$ cat src/rtl/aib_word_seq.sv
// Byte-serial sequencer for the shared AES inverse S-box ISE unit.
// Optional abort input enabled by defining AIB_WORD_SEQ_ABORT_EN.
module aib_word_seq #(
   parameter int NBYTES = 4,
   parameter int IDXW   = 4
) (
   input  logic                  clk,
   input  logic                  rst,
`ifdef AIB_WORD_SEQ_ABORT_EN
   input  logic                  abort,
`endif
   input  logic                  in_valid,
   output logic                  in_ready,
   input  logic [8*NBYTES-1:0]   in_word,
   output logic [7:0]            sbox_a,
   input  logic [7:0]            sbox_result,
   output logic                  out_valid,
   input  logic                  out_ready,
   output logic [8*NBYTES-1:0]   out_word,
   output logic                  busy
);

   typedef enum logic [1:0] {
      IDLE = 2'd0,
      SUB  = 2'd1,
      DONE = 2'd2
   } state_t;

   localparam logic [IDXW-1:0] LAST = IDXW'(NBYTES - 1);

   state_t              state;
   state_t              state_n;
   logic [IDXW-1:0]     idx;
   logic [IDXW+2:0]     lane_lo;
   logic [8*NBYTES-1:0] data;
   logic                last;
   logic                abort_i;

`ifdef AIB_WORD_SEQ_ABORT_EN
   assign abort_i = abort;
`else
   assign abort_i = 1'b0;
`endif

   assign lane_lo  = {idx, 3'b000};
   assign last     = (idx == LAST);
   assign out_word = data;

   always_comb begin
      state_n   = state;
      in_ready  = 1'b0;
      out_valid = 1'b0;
      busy      = 1'b0;
      sbox_a    = 8'h00;
      unique case (state)
         IDLE: begin
            in_ready = 1'b1;
            if (in_valid)
               state_n = SUB;
         end
         SUB: begin
            busy   = 1'b1;
            sbox_a = data[lane_lo +: 8];
            if (abort_i)
               state_n = IDLE;
            else if (last)
               state_n = DONE;
         end
         DONE: begin
            busy      = 1'b1;
            out_valid = 1'b1;
            if (abort_i || out_ready)
               state_n = IDLE;
         end
         default: state_n = IDLE;
      endcase
   end

   always_ff @(posedge clk) begin
      if (rst) begin
         state <= IDLE;
         idx   <= '0;
         data  <= '0;
      end else begin
         state <= state_n;
         unique case (state)
            IDLE: begin
               if (in_valid) begin
                  data <= in_word;
                  idx  <= '0;
               end
            end
            SUB: begin
               // abort leaves data as-is; only the index is discarded
               if (abort_i) begin
                  idx <= '0;
               end else begin
                  data[lane_lo +: 8] <= sbox_result;
                  idx <= last ? '0 : idx + 1'b1;
               end
            end
            DONE: begin
               if (abort_i)
                  idx <= '0;
            end
            default: idx <= '0;
         endcase
      end
   end

endmodule

$ cat config.mk
export PLATFORM = sky130hd
export DESIGN_NAME = aib_word_seq
export DESIGN_NICKNAME = d
export VERILOG_FILES = /design/src/rtl/aib_word_seq.sv
export SDC_FILE = /design/constraint.sdc
export NUM_CORES = 1
export LEC_CHECK = 0
export ABC_AREA = 1
export BUFFER_PORTS_ARGS = -buffer_cell sky130_fd_sc_hd__buf_2
export CORE_ASPECT_RATIO = 2
export CORE_MARGIN = 2
export CORE_UTILIZATION = 54
export CTS_CLUSTER_DIAMETER = 120
export CTS_CLUSTER_SIZE = 25
export DETAILED_ROUTE_END_ITERATION = 8
export GPL_TIMING_DRIVEN = 0
export PLACE_DENSITY = 0.9
export SLEW_MARGIN = 15
export SYNTH_ARGS = -nofsm -noshare
export SYNTH_HDL_FRONTEND = slang
export SYNTH_SLANG_ARGS = --single-unit
$ cat constraint.sdc
create_clock -name clk -period 5.85 [get_ports clk]
set_input_delay 0.2925 -clock clk [delete_from_list [all_inputs] [get_ports clk]]
set_output_delay 0.2925 -clock clk [all_outputs]
set_load 0.03 [all_outputs]
# Word-level counts from Yosys, hierarchy flattened
# Cells that the tools add are included.
[op_classes] reduce_logical=6 muxes=14 eq_ne=6 n_addsub=2 shifts=3 n_bitwise=1
[op_table] op="case mux 32 bit (2 select lines)" n=1
[op_table] op="bitwise mux 32 bit" n=1
[op_table] op="2-to-1 mux 32 bit" n=1
[op_table] op="variable shift 8 x 9 -> 32 bit (first input constant)" n=1
[op_table] op="indexed part select 32 x 8 -> 8 bit" n=1
[op_table] op="indexed part select 8 x 9 -> 32 bit" n=1
[op_table] op="case mux 4 bit (3 select lines)" n=1
[op_table] op="negator 7 -> 9 bit" n=1
[op_table] op="2-to-1 mux 4 bit" n=2
[op_table] op="2-to-1 mux 8 bit" n=1
[op_table] op="2-to-1 mux 2 bit" n=3
[op_table] op="inequality test 2 bit (second input constant)" n=3
[op_table] op="case mux 2 bit (3 select lines)" n=1
[op_table] op="adder 4 x 1 -> 4 bit (second input constant)" n=1
[op_table] op="== test 4 x 2 -> 1 bit (second input constant)" n=1
[op_table] op="AND reduction 2 bit" n=2
[op_table] op="2-to-1 mux 1 bit" n=3
[op_table] op="AND reduction 3 bit" n=1
[op_table] op="== test 2 x 1 -> 1 bit (second input constant)" n=1
[op_table] op="== test 2 bit (second input constant)" n=1
[op_table] op="zero test 2 bit" n=1
[op_table] op="nonzero test 2 bit" n=1
[op_table] op="OR reduction 2 bit" n=1
[op_table] op="inverter 1 bit" n=1
[totals] in_bits=44 word_cells=35 reg_bits=38

# Depth between registers and ports, before layout
# Gate-level depths: netlist (run 1).
[depth] depth_word=4 ltp_mapped=15 ltp_nobuf=12

# Worst setup path after synthesis (run 1)
# Ideal clock, no wire load.
[synth_path] path_type="register to register" startpoint="register idx[1]" endpoint="register data[0] (netlist: out_word[0])" t_arrival_ns=1.946 path_buffers=2 setup_slack_ns=3.785 setup_time_ns=0.120 path_stages_with_launch=11 path_cell_list="dfxtp_1 -> buf_2 -> clkinv_1 -> ha_1 -> inv_1 -> nand4_2 -> nand2_1 -> nand2_1 -> buf_4 -> a21oi_1 -> a21oi_1"
[synth_between] elab_chain_cells=4 word_cells_on_any_way=5 cone_classes="add/sub (1); shift (2); mux (2)"
[synth_lines] element="start: declaration" line_no="33" rtl="logic [IDXW-1:0] idx;"
[synth_lines] element="start signal: assignment" line_no="99" rtl="idx <= last ? '0 : idx + 1'b1;"
[synth_lines] element="negator 7 -> 9 bit (*)" line_no="98" rtl="data[lane_lo +: 8] <= sbox_result;"
[synth_lines] element="indexed part select 8 x 9 -> 32 bit / variable shift 8 x 9 -> 32 bit (equally long branches)" line_no="98"
[synth_lines] element="bitwise mux 32 bit (*)" line_no="98"
[synth_lines] element="case mux 32 bit (2 select lines) (*)" line_no="86" rtl="unique case (state)"
[synth_lines] element="end signal: assignment" line_no="89" rtl="data <= in_word;"
[synth_lines] element="end signal: indexed assignment" line_no="98"
[synth_lines] element="end: declaration" line_no="35" rtl="logic [8*NBYTES-1:0] data;"
# Mark *: on every way between the ends. The rest lies on a longest branch, timed or not.
# A chain may end at the register's enable or synchronous reset.

# Worst setup path after layout (run 1)
[layout_path] startpoint="register idx[1]" endpoint="register data[1] (netlist: out_word[1])"
# Same word-level chain as after synthesis.

==> results.cfg, run 1 <==
[outcome]
outcome = finished, final reports clean

[sta]
finalCritPeriodShare_pct = 43.4
min_period_ns = 2.54
slew_viol_final = 0
final-setup-viol-count = 0
fin_tns_setup_ns = 0
tightest_slew_ns = 0.512
skew_ns = 0.00309
clock.fmax_mhz = 394
finalWorstSetupSlack_ns = 3.31
finalHoldViolCount = 0
rsz0062_at_grt = no
slew-limit-headroom_pct = 65.9

[worst_setup_path]
r2r-end = out_word[1]
reg2regPathDepth = 10
start_kind = flip-flop
path_max_fanout = 10
crit_required_ns = 6.03
reg2reg_from = idx[1]
r2r_slack_ns = 3.31
arrival_ns = 2.72
crit_path_end_kind = flip-flop
crit_type = reg -> reg

[route]
route.final.wire_length_um = 7700
drc = 0
postRouteAntennaNets = 0
drt_iter0_drc = 140
vias_per_cell = 5.52
route.detailed.wl_per_inst_um = 14.7
route.vias.total = 2895
drt_first_pass_iters = 4

[pwr]
power_switching_share_pct = 54.9
seq_power_share_pct = 23.5
power.density_nw_per_um2 = 577
power_switching_w = 0.000948
p_comb_share_pct = 66.6
internal_power_w = 0.000779
leakage_nw = 1.49
vdd_drop_max_mv = 0.528
clkPwrFrac_pct = 9.9

[synth]
ys.flop_type = dfxtp_1
synth_edf_count = 0
yosys_warnings = 0
synth_top_family_by_area = simple AND/OR/NAND/NOR gates
syn-num-nets = 426
yosysUniqueCellTypes = 31
yosys.area_share.simple_pct = 33.9
postSynthCellCount = 377
ys_seq_area_share_pct = 31.5
synthAdderAreaFrac_pct = 2.59
synthXorXnorAreaFrac_pct = 0.673
synthTopCellsByCount = 87 x nand2_1, 58 x nor2_1, 41 x a21oi_1, 38 x dfxtp_1, 34 x o21ai_0
ys_ff_latch = 38
synth_compound_area_share_pct = 21.6
ys_top_cells_by_area = dfxtp_1 31%, nand2_1 14%, nor2_1 9.0%
syn_area_per_cell_sq_um = 6.41
async_flop_share_pct = 0
synth.area.mux_share_pct = 0
yosysTopAreaCell = dfxtp_1
synthDominantCellAreaShare_pct = 31.5
synth_most_common_cell = nand2_1
netlist_area_sq_um = 2420

[clock_tree]
cts_buffers = 5
clk_path_buf_depth = 2
cts_root_buf = clkbuf_8
cts_sinks = 38
tritoncts = done
cts_resized = 0
clk_latency_ns = 0.29
path_clk_slew_ns = 0.07
cts_hold_buf = 0
post-cts-setup-buffers = 0
ctsHtreeMaxLevel = 2

[min_path]
min_from = rst
holdPathStages = 2
min_to = idx[1]
hp-class = in -> reg

[cells_and_area]
area_growth_pct = 23.8
fillers = 422
drive_gt1_share_pct = 26.0
nets = 519
design_area_sq_um = 2990
diodes = 0

[global_route]
overflow = 0
grt_pass1_wl_um = 12200
antenna_found_initial = 0
grt_max_degree = 11
grt_pass1_vias = 2788
grt.total_usage_pct = 31.4

[job]
max_cap_violations = 0

[place]
hpwl_um = 6120
dp_slack_ns = 3.39
routabilityCongestion = 0.948
portBuffers = 86
postPlaceCellArea_sq_um = 2910

[floorplan]
io_pins = 87
coreArea_sq_um = 4340
fp.dieW_um = 51.3
die_h_um = 98.6
row_count = 34
start_util_pct = 55.7
die_area_sq_um = 5060
final cells by class:
class	instances	area (sq um)	area share, %
tap	54	67.6	2.26
timing repair buffer	86	430	14.4
inverter	32	120	4.02
buffer	18	115	3.85
clock buffer	7	76.3	2.55
multi-input combinational	289	1420	47.5
sequential	38	761	25.4
critical path: stages, from the launching register on:
cell and delay (ns):
dfxtp_1 0.40, buf_2 0.25, clkinv_1 0.28, ha_1 0.46
inv_1 0.18, nand4_2 0.17, nand2_1 0.09, nand2_1 0.14
buf_4 0.22, a21oi_1 0.15, a21oi_1 0.09
worst max-delay path by stage:
stage | to | start | cells past startpoint
floorplan | out_word[0] | idx[1] | 10
global placement | out_word[1] | idx[1] | 10
detailed placement | out_word[1] | idx[1] | 10
CTS | out_word[1] | idx[1] | 10
global route | out_word[25] | idx[1] | 8
finish | out_word[1] | idx[1] | 10
per-layer routing:
metal	vias to the layer above	part of all wire, %	global-route usage [%]
met1	1279	34	32.5
met2	163	53	55.5
met5	-	0	0
met4	0	6.7	22.3
li1	1408	-	-
met3	45	6.3	4.24
cells in the final DEF (no fill, tap or decap), types with 4 or more instances in the layout:
cell	count
a21oi_1	41
buf_2	88
buf_6	5
clkbuf_1	9
clkbuf_8	5
dfxtp_1	38
ha_1	5
inv_1	27
inv_2	4
nand2_1	87
nand2_2	5
nand3_1	12
nand4_1	4
nor2_1	58
nor2_4	4
nor3_1	10
o21ai_0	34
o21ai_1	15
flip-flops by register name, summed over array words and instances, names as in the netlist:
signal,flops
out_word,32
state,2
idx,4
power groups by stage:
stage	combinational, W	clock (W)	sequential (W)
after global placement	0.00111	0	0.000407
after detailed placement	0.00113	0	0.000411
after CTS	0.00114	0.000170	0.000405
after global routing	0.00127	0.000178	0.000413
after floorplan	0.000711	0	0.000546
final	0.00115	0.000171	0.000406
cell families (layout without fill, tap and decap cells):
family	count (synthesis)	count (layout)
adders and majority gates	5	5
DFF	38	38
buffers and inverters	50	143
xor gates and xnor gates	1	1
and+or+nand+nor	187	187
AOI/OAI and AO/OA	96	96
per-stage QoR:
step                      utilization (%)  hold WS, ns  std cells  total power, W
final                                68.9        0.205        524         0.00173
after global routing                 68.9        0.206        524         0.00186
after CTS                            68.9        0.205        524         0.00171
after detailed placement             67.2        0.471        517         0.00154
after global placement               67.2        0.471        517         0.00151
after floorplan                         -        0.362        377         0.00126
(Power assumes the default switching activity.)
==> run 2: changes to the inputs <==
ABC_AREA = 0   (was 1)
CORE_UTILIZATION = 49   (was 54)
PLACE_DENSITY = 0.84   (was 0.9)
clock period = 2.4 ns   (was 5.85 ns; I/O delays follow)
==> run 2 against run 1 <==
Flip-flop and latch count is the same. Design area increased by 1.2%. Setup slack worse by 3.3 ns. Clock skew up 0.0039 ns. Register-to-register slack worse by 3.3 ns. Largest power group unchanged.
==> results.cfg, run 2 <==
[pwr]
power.density_nw_per_um2 = 1500
vdd_drop_max_mv = 1.06
leakage_nw = 1.29

[clock_tree]
tritoncts = done
path_clk_slew_ns = 0.07
cts_buffers = 5
cts_sinks = 38
clk_path_buf_depth = 2
cts_root_buf = clkbuf_8
ctsHtreeMaxLevel = 2
clk_latency_ns = 0.30

[cells_and_area]
largest_reg_flops = 32
drive_gt1_share_pct = 37.4
diodes = 0
nets = 401
final-instance-count-excl-fill = 408
area_growth_pct = 29.5
final_common_cell = buf_2
final_cell_mix = 90 x buf_2, 37 x nor2_1, 37 x dfxtp_1, 17 x mux2i_1, 17 x o21ai_0
final_util_pct = 65.8

[global_route]
antenna_found_initial = 0
grt_pass1_vias = 2452
overflow = 0
grt.total_usage_pct = 29.4
grt_pass1_wl_um = 11500
grt_max_degree = 20

[worst_setup_path]
cpMaxStageDelayCell = nor4b_4
crit_required_ns = 2.60
path_max_fanout = 10
critical_path.top_delay_family = compound AO/OA/AOI/OAI gates
crit_type = reg -> reg
start_kind = flip-flop
crit_path_max_incr_delay_ns = 0.42
crit_path_end_kind = flip-flop
arrival_ns = 2.53
path_cells = buf_6, inv_1, ha_1, nor4b_4, o211a_1, clkbuf_4, nor2_1, a211oi_1
critPathBufInv = 3

[sta]
hold_ws_ns = 0.114
min_period_ns = 2.34
slew_viol_final = 0
slew-limit-headroom_pct = 52.3
finalCritPeriodShare_pct = 97.5
finalHoldViolCount = 0
finalWorstSetupSlack_ns = 0.0610
tightest_slew_ns = 0.716
clock.fmax_mhz = 428
rsz0062_at_grt = yes
final-setup-viol-count = 0
skew_ns = 0.00702
fin_tns_setup_ns = 0

[place]
place_inst = 396
portBuffers = 85
routabilityCongestion = 0.930
hpwl_um = 5810
dp_slack_ns = -0.391

[route]
drt_first_pass_iters = 7
drt_iter0_drc = 134
drc = 0
vias_per_cell = 6.15
route.final.wire_length_um = 7750
route.detailed.wl_per_inst_um = 19.0
postRouteAntennaNets = 0
route.vias.total = 2509

[synth]
synthTopCellsByCount = 38 x dfxtp_1, 37 x nor2_1, 18 x mux2i_1, 17 x o21ai_0, 16 x or3_1
netlist_area_sq_um = 2340
yosys_warnings = 0
ys_top_cells_by_area = dfxtp_1 33%, mux2i_1 7.7%, mux4_2 7.7%
synth_edf_count = 0
ys_seq_area_share_pct = 32.6
synthDominantCellAreaShare_pct = 32.6
yosysTopAreaCell = dfxtp_1
synth_most_common_cell = dfxtp_1
yosysUniqueCellTypes = 39
ys.flop_type = dfxtp_1
syn_area_per_cell_sq_um = 9.12
ys_ff_latch = 38
postSynthCellCount = 256
syn-num-nets = 305
async_flop_share_pct = 0

[floorplan]
io_pins = 87
row_count = 35
coreArea_sq_um = 4600
die_area_sq_um = 5370
fp.dieW_um = 52.8
die_h_um = 102
start_util_pct = 50.8

[job]
max_cap_violations = 0

[min_path]
hp-class = in -> reg

[outcome]
outcome = finished, final reports clean
==> run 2: changes by cell type in the layout (fill, tap and decap cells not counted), moves of 12 or more <==
cell / delta
a21oi_1: -40
or3_1: +16
nand2_1: -81
a211oi_1: +12
inv_1: -19
o21ai_0: -17
mux2i_1: +17
nor2_1: -21
o21ai_1: -14
==> run 2: worst paths after layout <==
check / to / slack (ns) / cells past startpoint / start
max reg2reg: out_word[7] / 0.06 / 8 / idx[1]
min reg2reg: out_word[4] / 0.52 / 2 / out_word[4]
max: out_word[7] / 0.06 / 8 / idx[1]
min: out_word[17] / 0.11 / 2 / sbox_result[1]
==> run 2: metrics by stage <==
step	power (W)	area, sq um
after floorplan	0.00309	2340
after global placement	0.00376	2830
after detailed placement	0.00384	2830
after CTS	0.00433	2940
after global routing	0.00478	3030
final	0.00454	3030
==> run 2: kinds of logic (layout without fill, tap and decap cells) <==
| kind of cell | Yosys count | count (layout) | share of synthesized area (%) |
|---|---|---|---|
| fa+ha+maj | 5 | 5 | 2.68 |
| mux | 27 | 27 | 15.9 |
| buf+inv | 29 | 126 | 5.03 |
| flops | 38 | 38 | 32.6 |
| compound gates | 64 | 64 | 21.9 |
| xor+xnor | 4 | 4 | 1.50 |
| simple gates | 89 | 89 | 20.5 |
==> run 2: repair_timing <==
item,CTS,global route
setup endpoints to repair,36,31
hold buffers,0,0
pin swaps,0,1
resized for setup,7,14
setup buffers,0,5
==> run 2: power by group <==
part	internal, W	switching (W)	leakage (nW)	total (W)
combinational	0.00107	0.00183	0.929	0.00290
sequential	0.000901	0.000278	0.315	0.00118
clock	0.000232	0.000231	0.0482	0.000463
==> run 2: metal layers <==
layer	vias up	wire length (um)	track usage [%]
met5	-	0	0
met1	1165	2630	30.3
met3	30	539	5.16
met2	161	4240	52.7
li1	1153	-	-
met4	0	336	17.4
==> run 2: final cells by class <==
cell class / instances / area, sq um
clock inverter: 1 / 5.00
timing repair buffer: 90 / 463
sequential: 38 / 764
tap: 55 / 68.8
buffer: 19 / 97.6
multi-input combinational: 189 / 1510
inverter: 9 / 33.8
fill: 411 / 1570
clock buffer: 7 / 86.3
==> run 3: changes to the inputs <==
GPL_TIMING_DRIVEN = not set   (was 0)
==> run 3 against run 2 <==
Clock power decreased by 8.2%. Setup slack improved by 0.21 ns. Wire length decreased by 12%. Highest routed layer unchanged. Sequential power about the same. Clock skew increased by 0.0034 ns. Clock-buffer cell count decreased by 2. Via count decreased by 4.5%. Combinational power decreased by 7.9%. Fmax increased by 9.8%.
==> results.cfg, run 3 (synthesized netlist as in run 2, its figures left out) <==
[place]
hpwl_um = 5240
portBuffers = 86
routabilityCongestion = 0.852
place_inst = 387

[clock_tree]
clk_path_buf_depth = 2
cts_root_buf = clkbuf_8
tritoncts = done
cts_resized = 0
ctsHtreeMaxLevel = 2
path_clk_slew_ns = 0.08
cts_sinks = 38
post-cts-setup-buffers = 0
cts_hold_buf = 0
clk_latency_ns = 0.30
cts_buffers = 5

[sta]
skew_ns = 0.0104
finalHoldViolCount = 0
tightest_slew_ns = 0.757
clock.fmax_mhz = 469
finalCritPeriodShare_pct = 88.8
slew_viol_final = 0
rsz0062_at_grt = no
slew-limit-headroom_pct = 49.6
final-setup-viol-count = 0
fin_tns_setup_ns = 0
min_period_ns = 2.13

[cells_and_area]
largest_reg_flops = 32
final_cell_mix = 86 x buf_2, 38 x dfxtp_1, 37 x nor2_1, 18 x mux2i_1, 17 x o21ai_0
multiInputGateArea_sq_um = 1460
drive_gt1_share_pct = 36.6
final_util_pct = 63.3
fillers = 438
register_area_sq_um = 761
final_common_cell = buf_2
diodes = 0
final-instance-count-excl-fill = 394
nets = 388
area_growth_pct = 24.6

[pwr]
power_switching_share_pct = 51.4
power_switching_w = 0.00218
leakage_nw = 1.25
clkPwrFrac_pct = 10.0
vdd_drop_max_mv = 1.11
power.density_nw_per_um2 = 1460
internal_power_w = 0.00207
seq_power_share_pct = 27.2
p_comb_share_pct = 62.8

[worst_setup_path]
start_kind = flip-flop
reg2regPathDepth = 5
crit_path_end_kind = flip-flop
path_max_fanout = 15
crit_type = reg -> reg
r2r_slack_ns = 0.27
arrival_ns = 2.31
crit_required_ns = 2.58

[global_route]
antenna_found_initial = 0
grt_max_degree = 36
overflow = 0
grt_pass1_vias = 2309
grt.total_usage_pct = 27.3
grt_pass1_wl_um = 10900

[route]
route.detailed.wl_per_inst_um = 17.4
drc = 0
drt_first_pass_iters = 4
vias_per_cell = 6.08
drt_iter0_drc = 64
route.vias.total = 2395
postRouteAntennaNets = 0
route.final.wire_length_um = 6850

[floorplan]
io_pins = 87
die_area_sq_um = 5370
row_count = 35
die_h_um = 102
coreArea_sq_um = 4600
fp.dieW_um = 52.8
start_util_pct = 50.8

[min_path]
hp-class = in -> reg
holdPathStages = 2

[outcome]
outcome = finished, final reports clean

[job]
max_cap_violations = 0
-- run 3: changes by cell type in the layout (fill, tap and decap cells not counted), moves of 2 or more --
cell      change
buf_2         -4
buf_4         +4
clkbuf_1     -10
clkbuf_4      -2
-- run 3: final cells by class --
cell class	count	share of cell area, %
flip-flops and latches	38	26.1
well taps	55	2.36
clock buffers	5	2.36
repair buffers	96	17.4
inverters	9	1.16
multi-input cells	189	50.3
clock inverters	2	0.344
-- run 3: stage by stage --
step / cell area, sq um / setup WS [ns] / total power [W] / hold slack [ns]
after global routing: 2910 / 0.134 / 0.00452 / 0.122
after floorplan: 2340 / 0.185 / 0.00309 / 0.308
after global placement: 2830 / 0.335 / 0.00374 / 0.415
after CTS: 2910 / 0.288 / 0.00424 / 0.116
final: 2910 / 0.269 / 0.00425 / 0.113
after detailed placement: 2830 / 0.263 / 0.00382 / 0.413
-- run 3: routing by layer --
metal  vias to the layer above  GRT usage [%]  routed length [um]
met2                       108           47.1                3710
met5                         -              0                   0
li1                       1123              -                   -
met4                         0           13.6                 247
met1                      1146           30.4                2490
met3                        18           5.90                 410
-- run 3: critical path, cell delays in order, from the launching register on --
cell and delay [ns]:
dfxtp_1 0.33, inv_1 0.09, ha_1 0.37, mux2_2 0.42, o2111ai_1 0.42, o221a_1 0.39
-- run 3: power groups by stage --
stage | sequential [W] | clock (W) | combinational, W
after detailed placement | 0.00116 | 0 | 0.00266
final | 0.00116 | 0.000425 | 0.00267
after CTS | 0.00115 | 0.000426 | 0.00266
after global routing | 0.00118 | 0.000448 | 0.00289
after floorplan | 0.00156 | 0 | 0.00153
after global placement | 0.00115 | 0 | 0.00259
-- run 3: path summary, 6_finish.rpt --
check | start | to
worst max-delay path | state[1] | out_word[23]
worst min-delay path | sbox_result[3] | out_word[19]
worst max register to register | state[1] | out_word[23]
worst min register to register | out_word[1] | out_word[1]
